[config.mk]
export PLATFORM = sky130hd
export DESIGN_NAME = uart_tx_buffer
export DESIGN_NICKNAME = d
export VERILOG_FILES = /design/src/rtl/uart_pkg.sv /design/src/rtl/uart_tx_framer.sv /design/src/rtl/uart_tx_buffer.sv
export SDC_FILE = /design/constraint.sdc
export NUM_CORES = 1
export LEC_CHECK = 0
export CORE_MARGIN = 1
export CORE_UTILIZATION = 49
export CTS_CLUSTER_SIZE = 10
export DETAILED_ROUTE_END_ITERATION = 8
export PLACE_DENSITY = 0.86
export SYNTH_ARGS = -nofsm -noshare
export SYNTH_HDL_FRONTEND = slang
export SYNTH_HIERARCHICAL = 1
export SYNTH_SLANG_ARGS = --single-unit
[constraint.sdc]
create_clock -name clk -period 1.9 [get_ports clk]
set_clock_uncertainty 0.05 [all_clocks]
set_input_delay 0.38 -clock clk [delete_from_list [all_inputs] [get_ports clk]]
set_output_delay 0.38 -clock clk [all_outputs]
set_load 0.02 [all_outputs]
[src/rtl/uart_pkg.sv]
// Shared UART constants: parity mode encodings and the frame-width helper
// used to size frame storage from DATA_BITS and PARITY_MODE.
package uart_pkg;

  localparam int PARITY_NONE = 0;
  localparam int PARITY_EVEN = 1;
  localparam int PARITY_ODD  = 2;

  // Start bit + data + optional parity + stop bit.
  function automatic int frame_w(input int data_bits, input int parity_mode);
    return data_bits + 2 + ((parity_mode != PARITY_NONE) ? 1 : 0);
  endfunction

endpackage

[src/rtl/uart_tx_framer.sv]
// Combinational frame builder: {stop, [parity], data, start}, LSB sent first.
// Zero latency, no flow control; purely a function of the character.
module uart_tx_framer
  import uart_pkg::*;
#(
  parameter  int DATA_BITS   = 8,
  parameter  int PARITY_MODE = PARITY_NONE,
  localparam int FRAME_W     = frame_w(DATA_BITS, PARITY_MODE)
) (
  input  logic [DATA_BITS-1:0] data,
  output logic [FRAME_W-1:0]   frame
);

  generate
    if (PARITY_MODE == PARITY_NONE) begin : g_nopar
      assign frame = {1'b1, data, 1'b0};
    end else begin : g_par
      logic parity;
      assign parity = (PARITY_MODE == PARITY_ODD) ? ~(^data) : (^data);
      assign frame  = {1'b1, parity, data, 1'b0};
    end
  endgenerate

endmodule

[src/rtl/uart_tx_buffer.sv]
// UART transmit buffer: frames characters on write and holds them in a register FIFO.
// Head frame visible the cycle after a push; wr_ready derives only from registered count.
module uart_tx_buffer
  import uart_pkg::*;
#(
  parameter  int DATA_BITS   = 8,
  parameter  int DEPTH       = 4,
  parameter  int PARITY_MODE = PARITY_NONE,
  localparam int FRAME_W     = frame_w(DATA_BITS, PARITY_MODE),
  localparam int CNT_W       = $clog2(DEPTH + 1)
) (
  input  logic                 clk,
  input  logic                 reset,
  input  logic [DATA_BITS-1:0] wr_data,
  input  logic                 wr_valid,
  output logic                 wr_ready,
  input  logic                 load_req,
  output logic [FRAME_W-1:0]   frame_out,
  output logic                 frame_valid,
  output logic [CNT_W-1:0]     count,
  input  logic                 clr_ovf,
  output logic                 overflow
);

  localparam int               PTR_W    = (DEPTH > 1) ? $clog2(DEPTH) : 1;
  localparam logic [CNT_W-1:0] FULL_CNT = CNT_W'(DEPTH);

  logic [FRAME_W-1:0] mem [DEPTH];
  logic [FRAME_W-1:0] wr_frame;
  logic [PTR_W-1:0]   wr_ptr;
  logic [PTR_W-1:0]   rd_ptr;
  logic               push;
  logic               pop;

  uart_tx_framer #(
    .DATA_BITS   (DATA_BITS),
    .PARITY_MODE (PARITY_MODE)
  ) u_framer (
    .data  (wr_data),
    .frame (wr_frame)
  );

  // Full-buffer pops never admit a same-cycle push: wr_ready ignores load_req.
  assign wr_ready    = (count < FULL_CNT);
  assign frame_valid = (count != '0);
  assign frame_out   = frame_valid ? mem[rd_ptr] : '1;
  assign push        = wr_valid && wr_ready;
  assign pop         = load_req && frame_valid;

  always_ff @(posedge clk or negedge reset) begin
    if (!reset) begin
      wr_ptr   <= '0;
      rd_ptr   <= '0;
      count    <= '0;
      overflow <= 1'b0;
    end else begin
      if (push) wr_ptr <= wr_ptr + PTR_W'(1);
      if (pop)  rd_ptr <= rd_ptr + PTR_W'(1);

      if (push && !pop) begin
        count <= count + CNT_W'(1);
      end else if (pop && !push) begin
        count <= count - CNT_W'(1);
      end

      // A refused write outranks a clear in the same cycle.
      if (wr_valid && !wr_ready) begin
        overflow <= 1'b1;
      end else if (clr_ovf) begin
        overflow <= 1'b0;
      end
    end
  end

  // Storage is not reset; count/frame_valid gate what is observable.
  always_ff @(posedge clk) begin
    if (push) mem[wr_ptr] <= wr_frame;
  end

endmodule

**Word level (Yosys, flattened, before mapping)**

Memories as Yosys holds them, arrays and structs flattened.
Cells that the tools add are included.
Widths: inputs -> output; s select.

- Register bits: 8
- Bits in latches: 0
- Bits in writable memories: 32
- ROM bits: 0
- Output and inout bits: 16
- Memories kept: 1

Memories:

| memory | words | bits a word | read ports | clocked after memory_dff | wr ports | line | RTL |
|---|---|---|---|---|---|---|---|
| mem | 4 | 8 | 1 | 0 | 1 | uart_tx_buffer.sv:28 | `logic [FRAME_W-1:0] mem [DEPTH];` |

- Add/subtract/negate cells: 4
- $mul: 0
- Divide/modulo/power cells: 0
- Order comparisons: 1
- Equality and inequality tests: 0
- Shift operators: 0
- Multiplexer cells: 7
- Bitwise logic cells: 0
- Reductions and logical operators: 11

Operators with widths:

| operator | number |
|---|---|
| $mux 10 | 1 |
| $mux 3 | 2 |
| $logic_and 1x1->1 | 5 |
| $add 2x1->2 const B | 2 |
| $mux 1 | 4 |
| $reduce_bool 2->1 | 2 |
| $add 3x1->3 const B | 1 |
| $logic_not 1->1 | 3 |
| $lt 3x3->1 const B | 1 |
| $reduce_bool 3->1 | 1 |
| $sub 3x1->3 const B | 1 |

**Logic depth before layout (Yosys ltp)**

- Word-level depth: 6
- Mapped depth: 9
- Gate-level depth less buffers: 9

**Modules after synthesis**

Netlist, hierarchy kept.

By module, submodules not included:

| module | times used | cells an instance | area an instance (µm²) |
|---|---|---|---|
| uart_tx_buffer | 1 | 104 | 1,955.6 |
| uart_tx_framer | 1 | 12 | 82.6 |

**Least setup slack after synthesis**

No wires, ideal clock.

- Path kind: register to register
- Start: register count[0]
- End: register count[2]
- Library setup time: 80 ps
- Arrival: 1,960 ps
- Setup slack: -190 ps
- Cell stages (with the launch flop): 10
- Path buffers: 0
- Period minus slack after synthesis: 2,090 ps
- Cells stage by stage: dfrtp_1 > nor3_1 > inv_1 > nand2_1 > ha_1 > inv_1 > fa_1 > xor2_1 > nor2_1 > xnor2_1

- Word-level cells in the longest chain between the ends: 5
- Elaborated cells between the ends (all ways): 13
- Those cells by class: add/sub: 2; order compare: 1; mux: 2; reduce/logical: 8

Ends and longest elaborated chain:

| element | line | RTL |
|---|---|---|
| start, declared | uart_tx_buffer.sv:20 | `output logic [CNT_W-1:0] count,` |
| start signal, assigned | uart_tx_buffer.sv:61 | `count <= count + CNT_W'(1);` |
| start signal, assigned | uart_tx_buffer.sv:63 | `count <= count - CNT_W'(1);` |
| $reduce_bool 3->1 * | uart_tx_buffer.sv:45 | `assign frame_valid = (count != '0);` |
| net frame_valid | uart_tx_buffer.sv:19 | `output logic frame_valid,` |
| $logic_and 1x1->1 * | uart_tx_buffer.sv:48 | `assign pop = load_req && frame_valid;` |
| $logic_not 1->1 | uart_tx_buffer.sv:60 | `if (push && !pop) begin` |
| $logic_and 1x1->1 | uart_tx_buffer.sv:60 |  |
| $mux 3 or $reduce_bool 2->1 (tied branches) | - |  |

The timed path passes the listed nets; every way through them passes the cells marked *. The select of a mux whose other input is x is not followed.
A chain may end at the register's enable or synchronous reset.

==> flow_metrics.tcl <==
set metrics [dict create \
    core_sq_um 4000 \
    setup.worst_path.end "frame_out[0]" \
    synthesis.area_sq_um 2040 \
    crit_path_cell_trace "buf_4, mux4_2, or2_4, buf_6" \
    die_y_microns 66.5 \
    multi_input_area_sq_um 549 \
    numPortBuffers 28 \
    cts_max_path_buffers 2 \
    drv_slew 0 \
    routed_via_density 4.97 \
    first_pass_iters 4 \
    period_minus_slack_ns 2.16 \
    die_x_microns 66.5 \
    synth_nets 135 \
    final.setup.tns_ns -2.29 \
    drc 0 \
    finalWirelength_microns 3480 \
    grt_overflow 0 \
    path_clk_slew_ns 0.08 \
    ir_worst_vdd_v 0.000732 \
    ios 29 \
    startpoint "rd_ptr[0]" \
    worstSetupEndpointType "primary output" \
    drt-initial-drc-count 33 \
    n_antenna_cell 0 \
    clock_latency_ns 0.28 \
    critical_path_required_ns 1.47 \
    r2r-end "count[1]" \
    ant_nets 0 \
    violations "negative setup slack" \
    num_vias 1079 \
    clock.fmax_mhz 464 \
    cts.sinks 48 \
    grt_pass1_wl_microns 5360 \
    r2r_start "count[1]" \
    setup_ws_ns -0.256 \
    yosys_warnings 6 \
    crit_fanout 5 \
    routedWlPerCell_microns 16.1 \
    nNetsFinal 185 \
    place_hpwl_microns 2430 \
    ys_types 24 \
    fill_cells 264 \
    p_leak_nw 1.02 \
    outcome "complete, but fails checks" \
    reg2reg_slack_ns -0.03 \
    final_util_pct 66.9 \
    grt_max_degree 15 \
    cpMaxStageDelayCell "mux4_2" \
    track_usage_pct 17.7 \
    syn-instance-count 116 \
    slowest_delay_ns 0.49 \
    startpoint_type "register" \
    worst_ep_arrival_time_ns 1.73 \
    syn_to_final_growth_pct 31.3 \
    antenna_found_initial 0 \
    die_area_sq_um 4420 \
    finalHoldViolations 0 \
    cap_violations 0 \
    pwr_density_cell_nw_per_um2 1580 \
    h-tree-depth 2 \
    hp-class "input port to asynchronous set/reset pin" \
    drive_gt1_share_pct 41.9 \
    initial_core_util_pct 51.0 \
    regArea_sq_um 1410 \
    grt_pass1_vias 1101 \
    setup_viol 12 \
    reg2regPathDepth 8 \
    yosysSeqAreaShare_pct 68.8 \
    rsz0062_at_grt "yes" \
    cts-root-buf "clkbuf_8" \
    critPathKind "register to primary output" \
    syn_avg_cell_area_sq_um 17.6 \
    rows 23 \
    synth-seq-cells 48 \
    gp_congestion 0.741 \
    numCtsBuffers 5 \
    period_share_pct 113 \
    cts_tree "done" \
]
-- repair_timing --
action                     4_1_cts  5_1_grt
hold buffers                     0        0
pin swaps                        0        3
setup buffers                    1        5
setup endpoints to repair       14       14
resized for setup               71        7
-- registers in the layout (all words and copies together) (netlist names) --
signal and cells:
mem 40, wr_ptr 2, count 3, overflow 1
rd_ptr 2
-- per-stage QoR --
step	worst slack (ns)	power (W)	instance area [sq um]	hold WS (ns)	instances
global placement	-0.365	0.00328	2480	0.464	203
detailed placement	-0.411	0.00336	2480	0.471	203
CTS	-0.283	0.00418	2620	0.331	212
global route	-0.323	0.00446	2680	0.339	217
finish	-0.256	0.00424	2680	0.327	217
floorplan	0.00485	0.00255	2060	0.0344	116
-- final cells by class --
cell class	instances	share of cell area [%]
multi-input cells	48	20.5
repair buffers	57	19.7
inverters	6	0.842
clock buffers	6	2.71
well taps	50	2.34
flip-flops and latches	48	52.6
clock inverters	2	1.31
-- layer usage --
metal	routed length [microns]	part of all wire [%]	global-route usage (%)	vias up
met1	1410	41	21.1	546
met4	30	0.86	6.38	0
met3	109	3.1	4.62	2
met2	1930	55	30.7	26
met5	0	0	0	-
li1	-	-	-	505
-- synthesized netlist by cell type --
cell / count / share of area (%)
xnor2_1: 5 / 2.1
clkbuf_1: 2 / 0.37
xor2_1: 1 / 0.43
nor3_1: 1 / 0.25
fa_1: 1 / 0.98
mux2_2: 1 / 0.55
or2_1: 8 / 2.5
o21ai_0: 2 / 0.49
and2_1: 4 / 1.2
inv_1: 6 / 1.1
buf_4: 10 / 3.7
nand3_1: 1 / 0.25
edfxtp_1: 40 / 59
or2_2: 2 / 0.61
mux4_1: 2 / 2.6
mux4_2: 8 / 8.8
buf_6: 1 / 0.55
nor2b_1: 1 / 0.31
nor2_1: 1 / 0.18
buf_2: 1 / 0.25
ha_1: 5 / 3.1
conb_1: 2 / 0.37
dfrtp_1: 8 / 9.8
nand2_1: 3 / 0.55
-- cells by family after synthesis --
kind of cell             after synthesis  synth area share (%)
flip-flops                            48                  68.8
XOR/XNOR                               6                  2.58
adder cells (fa/ha/maj)                6                  4.05
AND/OR/NAND/NOR                       21                  5.83
buffers and inverters                 20                  5.95
other                                  2                 0.368
multiplexers                          11                  12.0
AO/OA/AOI/OAI                          2                 0.491
-- report_power, final --
part / total (W) / switching (W) / internal [W]
combinational: 0.00201 / 0.000874 / 0.00113
clock: 0.000697 / 0.000306 / 0.000390
sequential: 0.00153 / 0.000164 / 0.00137
total: 0.00424 / 0.00134 / 0.00289
-- worst max-delay path: cells and delay by family, from the launching register on --
family	cells	cell delay [ns]
flops	1	0.44
buf+inv	2	0.27
mux	1	0.49
simple gates	1	0.24
-- worst min-delay path by stage --
| stage | start | to | slack [ns] | depth (start not counted) |
|---|---|---|---|---|
| 2_1_floorplan | reset | count[0] | 0.03 | 0 |
| 3_3_place_gp | overflow | overflow | 0.46 | 2 |
| 3_5_place_dp | overflow | overflow | 0.47 | 2 |
| 4_1_cts | reset | rd_ptr[1] | 0.33 | 1 |
| 5_1_grt | reset | rd_ptr[1] | 0.34 | 1 |
| 6_report | reset | rd_ptr[1] | 0.33 | 1 |
-- cells in the final DEF (no fill, tap or decap), types with 2 or more instances in the layout --
master	n
and2_1	4
buf_4	25
buf_6	14
clkbuf_8	5
clkdlybuf4s50_1	15
conb_1	2
dfrtp_1	3
dfrtp_2	5
edfxtp_1	40
ha_1	4
inv_1	5
mux4_2	10
nand2_1	2
o21ai_0	2
or2_1	8
or2_4	2
xnor2_1	5
(Power assumes the default switching activity.)
